==> config.mk <==
export PLATFORM = sky130hd
export DESIGN_NAME = cpu_controller
export DESIGN_NICKNAME = d
export VERILOG_FILES = /design/src/rtl/cpu_pkg.sv /design/src/rtl/instr_decoder.sv /design/src/rtl/cpu_controller.sv
export SDC_FILE = /design/constraint.sdc
export NUM_CORES = 1
export LEC_CHECK = 0
export CORE_MARGIN = 5
export CORE_UTILIZATION = 39
export DETAILED_ROUTE_END_ITERATION = 10
export GPL_ROUTABILITY_DRIVEN = 1
export GPL_TIMING_DRIVEN = 0
export PLACE_DENSITY = 0.77
export SYNTH_ARGS = -nofsm -noshare
export SYNTH_HDL_FRONTEND = slang
export SYNTH_SLANG_ARGS = --single-unit
==> constraint.sdc <==
create_clock -name clk -period 2.3 [get_ports clk]
set_clock_uncertainty 0.2 [all_clocks]
set_input_delay 0.69 -clock clk [delete_from_list [all_inputs] [get_ports clk]]
set_output_delay 0.69 -clock clk [all_outputs]
set_load 0.01 [all_outputs]
==> src/rtl/cpu_pkg.sv <==
// Shared types and constants for the simpleRISC control unit.
package cpu_pkg;

    typedef enum logic [3:0] {
        S_IF1,
        S_UPC,
        S_DEC,
        S_WIMM,
        S_GETA,
        S_GETB,
        S_ALU,
        S_WRC,
        S_AIMM,
        S_ADDR,
        S_RD,
        S_WRM,
        S_PASS,
        S_WR,
        S_HALT
    } state_e;

    localparam logic [1:0] MEM_NONE  = 2'b00;
    localparam logic [1:0] MEM_READ  = 2'b01;
    localparam logic [1:0] MEM_WRITE = 2'b10;

    localparam logic [2:0] OPC_LDR  = 3'b011;
    localparam logic [2:0] OPC_STR  = 3'b100;
    localparam logic [2:0] OPC_ALU  = 3'b101;
    localparam logic [2:0] OPC_MOV  = 3'b110;
    localparam logic [2:0] OPC_HALT = 3'b111;

    localparam logic [1:0] OP_MOV_REG = 2'b00;
    localparam logic [1:0] OP_MOV_IMM = 2'b10;
    localparam logic [1:0] OP_ADD     = 2'b00;
    localparam logic [1:0] OP_CMP     = 2'b01;
    localparam logic [1:0] OP_AND     = 2'b10;
    localparam logic [1:0] OP_MVN     = 2'b11;

    localparam logic [3:0] VSEL_MDATA = 4'b0001;
    localparam logic [3:0] VSEL_IMM8  = 4'b0010;
    localparam logic [3:0] VSEL_PC    = 4'b0100;
    localparam logic [3:0] VSEL_C     = 4'b1000;

    // True for every {opcode,op} pair the controller knows how to sequence.
    function automatic logic is_legal(input logic [2:0] opcode, input logic [1:0] op);
        logic ok;
        ok = 1'b0;
        case (opcode)
            OPC_MOV:  ok = (op == OP_MOV_REG) || (op == OP_MOV_IMM);
            OPC_ALU:  ok = 1'b1;
            OPC_LDR:  ok = (op == 2'b00);
            OPC_STR:  ok = (op == 2'b00);
            OPC_HALT: ok = (op == 2'b00);
            default:  ok = 1'b0;
        endcase
        return ok;
    endfunction

endpackage

==> src/rtl/instr_decoder.sv <==
// Splits the instruction register into fields and sign-extended immediates.
module instr_decoder
    import cpu_pkg::*;
(
    input  logic [15:0] ir,
    output logic [2:0]  opcode,
    output logic [1:0]  op,
    output logic [2:0]  rn,
    output logic [2:0]  rd,
    output logic [2:0]  rm,
    output logic [1:0]  sh,
    output logic [15:0] sximm5,
    output logic [15:0] sximm8,
    output logic        legal
);

    // Pure field extraction; no state lives here.
    always_comb begin
        opcode = ir[15:13];
        op     = ir[12:11];
        rn     = ir[10:8];
        rd     = ir[7:5];
        sh     = ir[4:3];
        rm     = ir[2:0];
        sximm5 = {{11{ir[4]}}, ir[4:0]};
        sximm8 = {{8{ir[7]}}, ir[7:0]};
        legal  = is_legal(ir[15:13], ir[12:11]);
    end

endmodule

==> src/rtl/cpu_controller.sv <==
// Fetch/decode/sequence control unit driving the simpleRISC datapath.
module cpu_controller
    import cpu_pkg::*;
#(
    parameter int unsigned         PC_W     = 9,
    parameter logic [PC_W-1:0]     PC_RESET = '0
) (
    input  logic            clk,
    input  logic            rst_n,
    output logic [1:0]      mem_cmd,
    output logic [PC_W-1:0] mem_addr,
    output logic [15:0]     mem_wdata,
    input  logic [15:0]     mem_rdata,
    input  logic            mem_ready,
    input  logic [15:0]     datapath_out,
    output logic [15:0]     mdata,
    output logic [3:0]      vsel,
    output logic [2:0]      writenum,
    output logic [2:0]      readnum,
    output logic            write,
    output logic            loada,
    output logic            loadb,
    output logic            loadc,
    output logic            loads,
    output logic            asel,
    output logic            bsel,
    output logic [1:0]      shift,
    output logic [1:0]      ALUop,
    output logic [15:0]     sximm8,
    output logic [15:0]     sximm5,
    output logic [PC_W-1:0] pc,
    output logic            halted,
    output logic            illegal
);

    localparam logic [PC_W-1:0] PC_ONE = {{(PC_W-1){1'b0}}, 1'b1};

    state_e          state_q, state_d;
    logic [PC_W-1:0] pc_q, pc_d;
    logic [15:0]     ir_q, ir_d;
    logic [PC_W-1:0] addr_q, addr_d;
    logic [15:0]     mdata_q, mdata_d;
    logic            illegal_q, illegal_d;

    logic [2:0] opcode;
    logic [1:0] op;
    logic [2:0] rn, rd, rm;
    logic [1:0] sh;
    logic       legal;
    logic       is_str, is_mem, is_cmp;

    instr_decoder u_dec (
        .ir     (ir_q),
        .opcode (opcode),
        .op     (op),
        .rn     (rn),
        .rd     (rd),
        .rm     (rm),
        .sh     (sh),
        .sximm5 (sximm5),
        .sximm8 (sximm8),
        .legal  (legal)
    );

    assign is_str = (opcode == OPC_STR);
    assign is_mem = (opcode == OPC_LDR) || is_str;
    assign is_cmp = (opcode == OPC_ALU) && (op == OP_CMP);

    // Next-state and register updates for the instruction sequencer.
    always_comb begin
        state_d   = state_q;
        pc_d      = pc_q;
        ir_d      = ir_q;
        addr_d    = addr_q;
        mdata_d   = mdata_q;
        illegal_d = illegal_q;
        case (state_q)
            S_IF1: begin
                if (mem_ready) begin
                    ir_d    = mem_rdata;
                    state_d = S_UPC;
                end
            end
            S_UPC: begin
                pc_d    = pc_q + PC_ONE;
                state_d = S_DEC;
            end
            S_DEC: begin
                if (!legal) begin
                    state_d   = S_HALT;
                    illegal_d = 1'b1;
                end else if (opcode == OPC_HALT) begin
                    state_d = S_HALT;
                end else if (opcode == OPC_MOV && op == OP_MOV_IMM) begin
                    state_d = S_WIMM;
                end else if (opcode == OPC_MOV || op == OP_MVN) begin
                    state_d = S_GETB;
                end else begin
                    state_d = S_GETA;
                end
            end
            S_GETA: state_d = is_mem ? S_AIMM : S_GETB;
            S_GETB: state_d = is_str ? S_PASS : S_ALU;
            S_ALU:  state_d = is_cmp ? S_IF1 : S_WRC;
            S_AIMM: state_d = S_ADDR;
            S_ADDR: begin
                addr_d  = datapath_out[PC_W-1:0];
                state_d = is_str ? S_GETB : S_RD;
            end
            S_RD: begin
                if (mem_ready) begin
                    mdata_d = mem_rdata;
                    state_d = S_WRM;
                end
            end
            S_PASS: state_d = S_WR;
            S_WR: begin
                if (mem_ready) begin
                    state_d = S_IF1;
                end
            end
            S_WIMM, S_WRC, S_WRM: state_d = S_IF1;
            S_HALT: state_d = S_HALT;
            default: state_d = S_IF1;
        endcase
    end

    // State registers with asynchronous active-low reset.
    always_ff @(posedge clk or negedge rst_n) begin
        if (!rst_n) begin
            state_q   <= S_IF1;
            pc_q      <= PC_RESET;
            ir_q      <= '0;
            addr_q    <= '0;
            mdata_q   <= '0;
            illegal_q <= 1'b0;
        end else begin
            state_q   <= state_d;
            pc_q      <= pc_d;
            ir_q      <= ir_d;
            addr_q    <= addr_d;
            mdata_q   <= mdata_d;
            illegal_q <= illegal_d;
        end
    end

    // Moore decode of the control bus; held quiet while reset is asserted.
    always_comb begin
        mem_cmd  = MEM_NONE;
        vsel     = VSEL_MDATA;
        writenum = 3'd0;
        readnum  = 3'd0;
        write    = 1'b0;
        loada    = 1'b0;
        loadb    = 1'b0;
        loadc    = 1'b0;
        loads    = 1'b0;
        asel     = 1'b0;
        bsel     = 1'b0;
        shift    = 2'b00;
        ALUop    = 2'b00;
        if (rst_n) begin
            case (state_q)
                S_IF1: mem_cmd = MEM_READ;
                S_WIMM: begin
                    vsel     = VSEL_IMM8;
                    writenum = rn;
                    write    = 1'b1;
                end
                S_GETA: begin
                    readnum = rn;
                    loada   = 1'b1;
                end
                S_GETB: begin
                    readnum = is_str ? rd : rm;
                    loadb   = 1'b1;
                end
                S_ALU: begin
                    asel  = (opcode == OPC_MOV);
                    shift = sh;
                    ALUop = (opcode == OPC_MOV) ? 2'b00 : op;
                    loadc = 1'b1;
                    loads = is_cmp;
                end
                S_WRC: begin
                    vsel     = VSEL_C;
                    writenum = rd;
                    write    = 1'b1;
                end
                S_AIMM: begin
                    bsel  = 1'b1;
                    loadc = 1'b1;
                end
                S_RD: mem_cmd = MEM_READ;
                S_WRM: begin
                    vsel     = VSEL_MDATA;
                    writenum = rd;
                    write    = 1'b1;
                end
                S_PASS: begin
                    asel  = 1'b1;
                    loadc = 1'b1;
                end
                S_WR: mem_cmd = MEM_WRITE;
                default: ;
            endcase
        end
    end

    assign mem_addr  = (state_q == S_IF1) ? pc_q : addr_q;
    assign mem_wdata = datapath_out;
    assign mdata     = mdata_q;
    assign pc        = pc_q;
    assign halted    = (state_q == S_HALT);
    assign illegal   = illegal_q;

endmodule

After elaboration in Yosys (flattened, before gate mapping)
Index checks and enable logic that the tools add are counted. W data, S select, Z words.

$add $sub $neg: 1. Equality and inequality tests: 25. Mux-type cells: 42. Bitwise logic cells: 1. Reduce and logical (&&, ||, !) cells: 16.

Operators with widths (count): $pmux W4 S12 (1); $mux W4 (9); $eq A4 B4 Y1 const B (7); $eq A4 B3 Y1 const B (4); $mux W3 (5); $mux W1 (14); $eq A3 B3 Y1 const B (4); $mux W2 (6); $pmux W3 S2 (2); $add A9 B1 Y9 const B (1); $mux W9 (1); $reduce_or A3 Y1 (3); $eq A4 B2 Y1 const B (2); $pmux W4 S2 (1); $ne A2 B2 Y1 const B (3); $reduce_and A2 Y1 (3); $eq A2 B2 Y1 const B (2); $eq A4 B1 Y1 const B (1); $logic_not A4 Y1 (1); $pmux W2 S2 (1); $reduce_or A2 Y1 (2); $eq A3 B2 Y1 const B (1); $logic_or A1 B1 Y1 (3); $pmux W1 S3 (1); other kinds (6) (7).

Bits in registers: 55. Input bits: 35. Output and inout bits: 107. Word-level logic and storage cells: 91.

Depth between registers and ports, before layout
Gate-level depths: netlist (run 1).

Depth after elaboration: 7. Mapped depth: 6. Depth with buffers taken out: 5.

Modules after synthesis
Synthesis (run 1) repeated with hierarchy kept, for this count alone.

Cell total of the unflattened synthesis: 320. Area, all modules: 3430.8 µm².

Modules (own cells, without submodules): cpu_controller (instances 1, cells each 268, area each 3030.4 µm², sequential area each 1376.3 µm²); instr_decoder (instances 1, cells each 52, area each 400.4 µm², sequential area each 0.0 µm²).

Least setup slack after synthesis (run 1)
OpenSTA, ideal clock, no wires.

Kind: register to output. Start: reg ir_q[13]. End: out readnum[0]. Arrival time: 1.945 ns. Required time: 1.410 ns. Path slack: -0.535 ns. Stages on the path, launching flop included: 6. Path buffers: 2. Cells stage by stage: dfrtp_1 clkbuf_1 or3b_2 clkbuf_1 mux2i_1 a2111oi_0.

Cells in the longest elaborated chain, start to end: 4.

RTL lines: start, declared (line cpu_controller.sv:40) `logic [15:0] ir_q, ir_d;`; start signal, assigned (line cpu_controller.sv:140) `ir_q <= ir_d;`; $eq A3 B3 Y1 (line cpu_controller.sv:65) `assign is_str = (opcode == OPC_STR);`; $mux W3 (line cpu_controller.sv:175) `readnum = is_str ? rd : rm;`; $pmux W3 S2 (line cpu_controller.sv:163) `case (state_q)`; $mux W3 (line cpu_controller.sv:162) `if (rst_n) begin`; end, declared (line cpu_controller.sv:19) `output logic [2:0] readnum,`.

Every way passes these cells.

Final worst setup path (run 1)
Start: reg state_q[3]. End: out mem_addr[3].

Cells in the longest elaborated chain, start to end: 2.

RTL lines: start, declared (line cpu_controller.sv:38) `state_e state_q, state_d;`; start signal, assigned (line cpu_controller.sv:138) `state_q <= state_d;`; $logic_not A4 Y1 (line cpu_controller.sv:210) `assign mem_addr = (state_q == S_IF1) ? pc_q : addr_q;`; $mux W9 (line cpu_controller.sv:210); end, declared (line cpu_controller.sv:11) `output logic [PC_W-1:0] mem_addr,`.

Every way passes these cells.

==> impl_metrics.py, run 1 <==
metrics = {
    "setup_path": {
        "reg2reg_slack_ps": 50,
        "start_kind": "register",
        "max_stage_delay_ps": 470,
        "cp.required_ps": 1410,
        "critPathKind": "reg2out",
        "crit_path_frequent_cell": "buf_6",
        "worstPathArrival_ps": 1920,
        "crit_chain": "nor4_4, clkbuf_16, buf_6, mux2_4, buf_6",
        "worst-path-max-fanout": 4,
        "setup.worst_path.end_class": "output pin",
        "crit_slowest_cell": "dfrtp_2",
    },
    "clocking": {
        "clk_pin_slew_ps": 100,
        "cts-htree-levels": 2,
        "cts_tree": "built",
        "clock_latency_ps": 310,
        "clockRootBuffer": "clkbuf_8",
        "cts_sinks": 55,
        "cts_buffers": 5,
        "cts_buffer_depth": 2,
    },
    "layout": {
        "nets": 553,
        "final_cell_count_no_fill": 623,
        "diodes": 0,
        "design_area_um2": 5870,
        "areaGrowthSynthToFinish_pct": 76.9,
        "fillers": 575,
        "drive_above_1_share_pct": 56.4,
    },
    "logic_synthesis": {
        "async_reset_ff_share_pct": 100,
        "ys_seq_area_share_pct": 41.5,
        "syn_area_um2": 3320,
        "ys_warn_count": 0,
        "syn_nets": 344,
        "yosysUniqueCellTypes": 53,
        "ys_ff_latch": 55,
        "syn_avg_cell_area_um2": 10.8,
        "synth_area_leaders": "dfrtp_1, mux2_2, buf_4",
        "synthFlopType": "dfrtp_1",
        "synth_area_leader_cell": "dfrtp_1",
        "synth_edf_count": 0,
        "syn_inst": 308,
        "synth.top_cell.area_share_pct": 41.5,
        "synth_most_common_cell": "dfrtp_1",
        "synth_common_cells": "dfrtp_1, buf_4, mux2_2, nor2_1, nand2_1",
    },
    "sta": {
        "setup_viol": 32,
        "fmax_ghz": 0.355,
        "slew_headroom_pct": 51.1,
        "finalHoldViolCount": 0,
        "rsz0062_at_grt": "true",
        "worst_slack_ps": -514,
        "worst_pin_slew_ps": 732,
        "fin_crit_ps": 2810,
        "slew_viol_final": 0,
        "period_share_pct": 122,
    },
    "place": {
        "gp_congestion": 0.885,
        "portBuffers": 132,
        "postPlaceCellArea_um2": 4860,
        "post-place-cells": 546,
        "hpwl_mm": 6.97,
    },
    "route": {
        "vias": 3187,
        "drt_iter0_drc": 180,
        "via_per_inst": 5.12,
        "wl_per_cell_um": 18.1,
        "antenna_left": 0,
        "first_pass_iters": 5,
        "drc": 0,
        "wl_mm": 11.3,
    },
    "pwr": {
        "switchingPower_mw": 2.98,
        "peakVddDrop_mv": 0.717,
        "combPwrFrac_pct": 70.4,
        "p_leak_nw": 2.84,
        "swShare_pct": 37.6,
        "power_frac_seq_pct": 22.5,
        "p_int_mw": 4.95,
        "powerDensity_nw_per_um2": 1350,
        "clkPwrFrac_pct": 7.1,
    },
    "global_route": {
        "grt_pass1_vias": 3178,
        "track_usage_pct": 20.9,
        "grt_pass1_wl_mm": 17.0,
        "gr-total-overflow": 0,
        "grt_max_degree": 19,
        "antenna_found_initial": 0,
    },
    "flow_run": {
        "drv_cap": 0,
    },
    "die": {
        "fp.dieArea_um2": 10500,
        "coreArea_um2": 8260,
        "die_width_um": 102,
        "num_io_pins": 142,
        "rows": 33,
        "start_util_pct": 40.2,
        "die_y_um": 102,
    },
    "outcome": {
        "violations": "setup timing",
        "status": "complete, but fails checks",
    },
    "worst_hold_path": {
        "hold_path.class": "in2async",
    },
}
per-layer routing:
layer	global-route usage [%]	share of wire, %	vias up
met4	5.85	2.0	0
met2	35.9	52	140
met5	0	0	-
met1	25.7	38	1565
met3	5.67	7.4	24
li1	-	-	1458
final timing paths:
path	to	from	cells after the start
min reg2reg	illegal$_DFFE_PN0P_	illegal$_DFFE_PN0P_	1
max reg2reg	mdata[12]$_DFFE_PN0P_	state_q[1]$_DFFE_PN0P_	6
min in group clk	illegal$_DFFE_PN0P_	illegal$_DFFE_PN0P_	1
max	mem_addr[3]	state_q[3]$_DFFE_PN0P_	5
min	addr_q[3]$_DFFE_PN0N_	rst_n	1
max in group asynchronous	state_q[0]$_DFFE_PN0P_	rst_n	3
worst max-delay path: cells and delay by family, from the launching register on:
family | cells | cell delay (ps)
flip-flops | 1 | 470
AND/OR/NAND/NOR | 1 | 420
buffers and inverters | 3 | 430
multiplexers | 1 | 290
what timing repair did:
item | CTS | global route
buffers inserted | 48 | 29
setup endpoints to repair | 74 | 52
hold endpoints to repair | 0 | 0
pin swaps | 15 | 19
gates resized for setup | 284 | 65
gates cloned | 4 | 1
hold buffers | 0 | 0
registers in the layout, summed over array words and instances (netlist names):
name	flops
ir_q	16
pc	9
illegal	1
state_q	4
addr_q	9
mdata	16
kinds of logic after synthesis:
group	synth area share, %
xor gates and xnor gates	2.11
and+or+nand+nor	14.1
AOI/OAI and AO/OA	6.98
muxes	20.6
DFF	41.5
adders and majority gates	0.377
buffers and inverters	14.3
other	0.113
placed cells by master (no fill, tap or decap), types with 4 or more instances in the layout:
master | netlist | final
mux2_4 | 10 | 19
clkbuf_8 | 0 | 6
and3_1 | 8 | 5
mux2_2 | 41 | 32
dfrtp_2 | 0 | 7
clkdlybuf4s50_1 | 0 | 56
dfrtp_1 | 55 | 48
inv_1 | 4 | 4
buf_6 | 2 | 49
a21oi_1 | 8 | 4
nand2b_4 | 0 | 5
buf_4 | 49 | 95
xnor2_1 | 5 | 5
nand2_1 | 12 | 9
dlygate4sd2_1 | 0 | 25
a21oi_2 | 0 | 4
mux2i_1 | 7 | 6
buf_2 | 6 | 23
dlymetal6s2s_1 | 0 | 6
nor2_1 | 17 | 12
o21ai_0 | 7 | 7
layout make-up:
class	instances	area, µm²	share of cell area (%)
multi-input cells	182	1740	29.7
well taps	105	131	2.24
flip-flops and latches	55	1390	23.6
inverters	4	15.0	0.256
clock buffers	7	86.3	1.47
repair buffers	208	2010	34.2
plain buffers	61	489	8.34
clock inverters	1	8.76	0.149
power groups by stage:
stage / combinational (mW) / clock [mW] / sequential (mW)
after floorplan: 2.39 / 0 / 1.80
after global placement: 4.12 / 0 / 1.78
after detailed placement: 4.19 / 0 / 1.81
after CTS: 5.16 / 0.575 / 1.74
after global routing: 5.90 / 0.626 / 1.85
final: 5.58 / 0.563 / 1.79
per-stage QoR:
stage / util (%) / hold slack, ps / power [mW] / TNS (ps) / worst slack, ps
floorplan: - / 194 / 4.19 / -1140 / -138
global placement: 58.6 / 257 / 5.90 / -166630 / -3450
detailed placement: 58.8 / 259 / 6.00 / -39340 / -1450
CTS: 67.7 / 102 / 7.48 / -10140 / -562
global route: 71.1 / 93.4 / 8.38 / -11350 / -582
finish: 71.1 / 109 / 7.93 / -9360 / -514
(Power assumes the default switching activity.)
==> run 2, diff against run 1 <==
Settings changed: SLEW_MARGIN set to 20.
==> run 2 against run 1 <==
The flow still finishes with violations (setup timing). Utilization shrank 2.4 points. Total power shrank 3.6%. Combinational power shrank 5.0%. Worst hold slack better by 23 ps. Die area stayed put. Worst setup slack better by 55 ps. Register-to-register slack improved by 40 ps. Clock-buffer cell count unchanged. First-iteration DRC count increased by 3.3%. Clock power fell by 1%. Cell count shrank 2.6%. Sequential power barely moved. Critical path type unchanged.
==> impl_metrics.py, run 2 (synthesis results as in run 1) <==
metrics = {
    "route": {
        "wl_per_cell_um": 17.3,
        "drt_iter0_drc": 186,
        "top_layer": "met4",
        "antenna_left": 0,
        "dr_wl_met3_um": 898,
        "wl_mm": 10.5,
        "met2RoutedLength_mm": 5.47,
        "first_pass_iters": 4,
        "vias": 3080,
        "route.layer.met1.wl_mm": 3.99,
        "via_per_inst": 5.07,
        "drc": 0,
    },
    "global_route": {
        "grt_pass1_vias": 3031,
        "grt_max_degree": 30,
        "track_usage_pct": 19.0,
        "gr-total-overflow": 0,
        "grt_pass1_wl_mm": 15.5,
        "antenna_found_initial": 0,
    },
    "setup_path": {
        "r2r-start": "state_q[0]$_DFFE_PN0P_",
        "crit_slowest_cell": "dfrtp_2",
        "setup.worst_path.end_class": "output pin",
        "worst-path-max-fanout": 3,
        "max_stage_delay_ps": 450,
        "critPathBufInv": 3,
        "start_kind": "register",
        "cp.required_ps": 1410,
        "crit_chain": "nor4_4, clkbuf_16, buf_6, mux2_4, buf_6",
        "worstPathArrival_ps": 1870,
        "cp_top_family": "flip-flops",
        "cp-startpoint": "state_q[3]$_DFFE_PN0P_",
        "critPathKind": "reg2out",
        "crit_path_frequent_cell": "buf_6",
    },
    "clocking": {
        "cts-htree-levels": 2,
        "clockRootBuffer": "clkbuf_8",
        "clock_latency_ps": 310,
        "cts_buffer_depth": 2,
        "cts_sinks": 55,
        "clk_pin_slew_ps": 90,
        "cts_tree": "built",
        "cts_buffers": 5,
    },
    "die": {
        "rows": 33,
        "num_io_pins": 142,
        "start_util_pct": 40.2,
        "coreArea_um2": 8260,
        "fp.dieArea_um2": 10500,
        "die_width_um": 102,
        "die_y_um": 102,
    },
    "sta": {
        "fin_crit_ps": 2760,
        "finalHoldViolCount": 0,
        "worst_slack_ps": -459,
        "slew_viol_final": 0,
        "fmax_ghz": 0.362,
        "rsz0062_at_grt": "true",
        "period_share_pct": 120,
        "setup_viol": 32,
    },
    "layout": {
        "final_cell_mix": "buf_4, clkdlybuf4s50_1, dfrtp_1",
        "diodes": 0,
        "fillers": 637,
        "layout_commonest_cell": "buf_4",
        "nets": 537,
        "drive_above_1_share_pct": 53.2,
        "design_area_um2": 5670,
        "areaGrowthSynthToFinish_pct": 70.9,
    },
    "place": {
        "dp_slack_ps": -965,
        "postPlaceCellArea_um2": 4870,
        "gp_congestion": 0.885,
        "portBuffers": 132,
        "hpwl_mm": 6.85,
    },
    "worst_hold_path": {
        "hold_path.class": "in2async",
    },
    "pwr": {
        "powerDensity_nw_per_um2": 1350,
        "power_mw": 7.64,
        "p_leak_nw": 2.75,
        "peakVddDrop_mv": 0.719,
    },
    "flow_run": {
        "drv_cap": 0,
    },
    "outcome": {
        "status": "complete, but fails checks",
        "violations": "setup timing",
    },
}
==> run 2: cell types whose count changed in the layout (fill, tap and decap cells not counted), sizes merged <==
cell           delta
buf              -17
clkdlybuf4s15     -1
dlygate4sd3       +1
clkdlybuf4s50     +1
==> run 2: worst reg2reg max path: cells and delay by family, from the launching register on <==
family | cells | cell delay, ps
flops | 1 | 430
mux | 1 | 290
buf+inv | 2 | 530
simple gates | 2 | 660
==> run 2: area by class of cell <==
type                            instances  area (µm²)  area share [%]
Buffer                                 61         488            8.60
Clock inverter                          1        8.76           0.154
Tap cell                              105         131            2.32
Sequential cell                        55        1380            24.4
Multi-Input combinational cell        182        1750            30.9
Timing Repair Buffer                  192        1810            31.8
Clock buffer                            7        86.3            1.52
Inverter                                4        15.0           0.265
==> run 2: report_power, final <==
part           internal (mW)  switching [mW]
clock                  0.247           0.309
combinational           3.11            2.19
sequential              1.41           0.376
total                   4.77            2.87
==> run 2: metal layers <==
metal  global-route usage (%)  vias to the layer above
li1                         -                     1425
met1                     23.9                     1504
met2                     31.7                      134
met3                     5.05                       17
met4                     6.26                        0
met5                        0                        -
==> run 2: worst paths after layout <==
path                                          end  cells after the start  slack (ps)
hold reg to reg               illegal$_DFFE_PN0P_                      1         290
min in group clk              illegal$_DFFE_PN0P_                      1         290
setup reg to reg            mdata[12]$_DFFE_PN0P_                      5          90
hold / removal             state_q[2]$_DFFE_PN0P_                      2         130
max in group asynchronous   mdata[13]$_DFFE_PN0P_                      2        1210
setup / recovery                      mem_addr[1]                      5        -460
==> run 2: metrics by stage <==
step                      setup TNS, ps  hold WS [ps]  std cells  util, %
after floorplan                   -1140           194        308        -
after global placement          -166630           257        545     58.6
after detailed placement         -28460           259        546     58.9
after CTS                        -10460           136        589     65.7
after global routing             -10710           119        607     68.7
final                             -8690           132        607     68.7
==> run 2: what timing repair did <==
item,4_1_cts,5_1_grt
setup buffers,33,25
hold buffers,1,0
gates cloned,3,0
endpoints found under the setup margin,74,45
hold endpoints to repair,2,0
pin swaps,11,14
resized for setup,266,48
==> run 3, diff against run 2 <==
Settings changed: CAP_MARGIN set to 20.
==> results of run 3 <==
No change in the layout: final DEF, timing and power equal those of run 2.
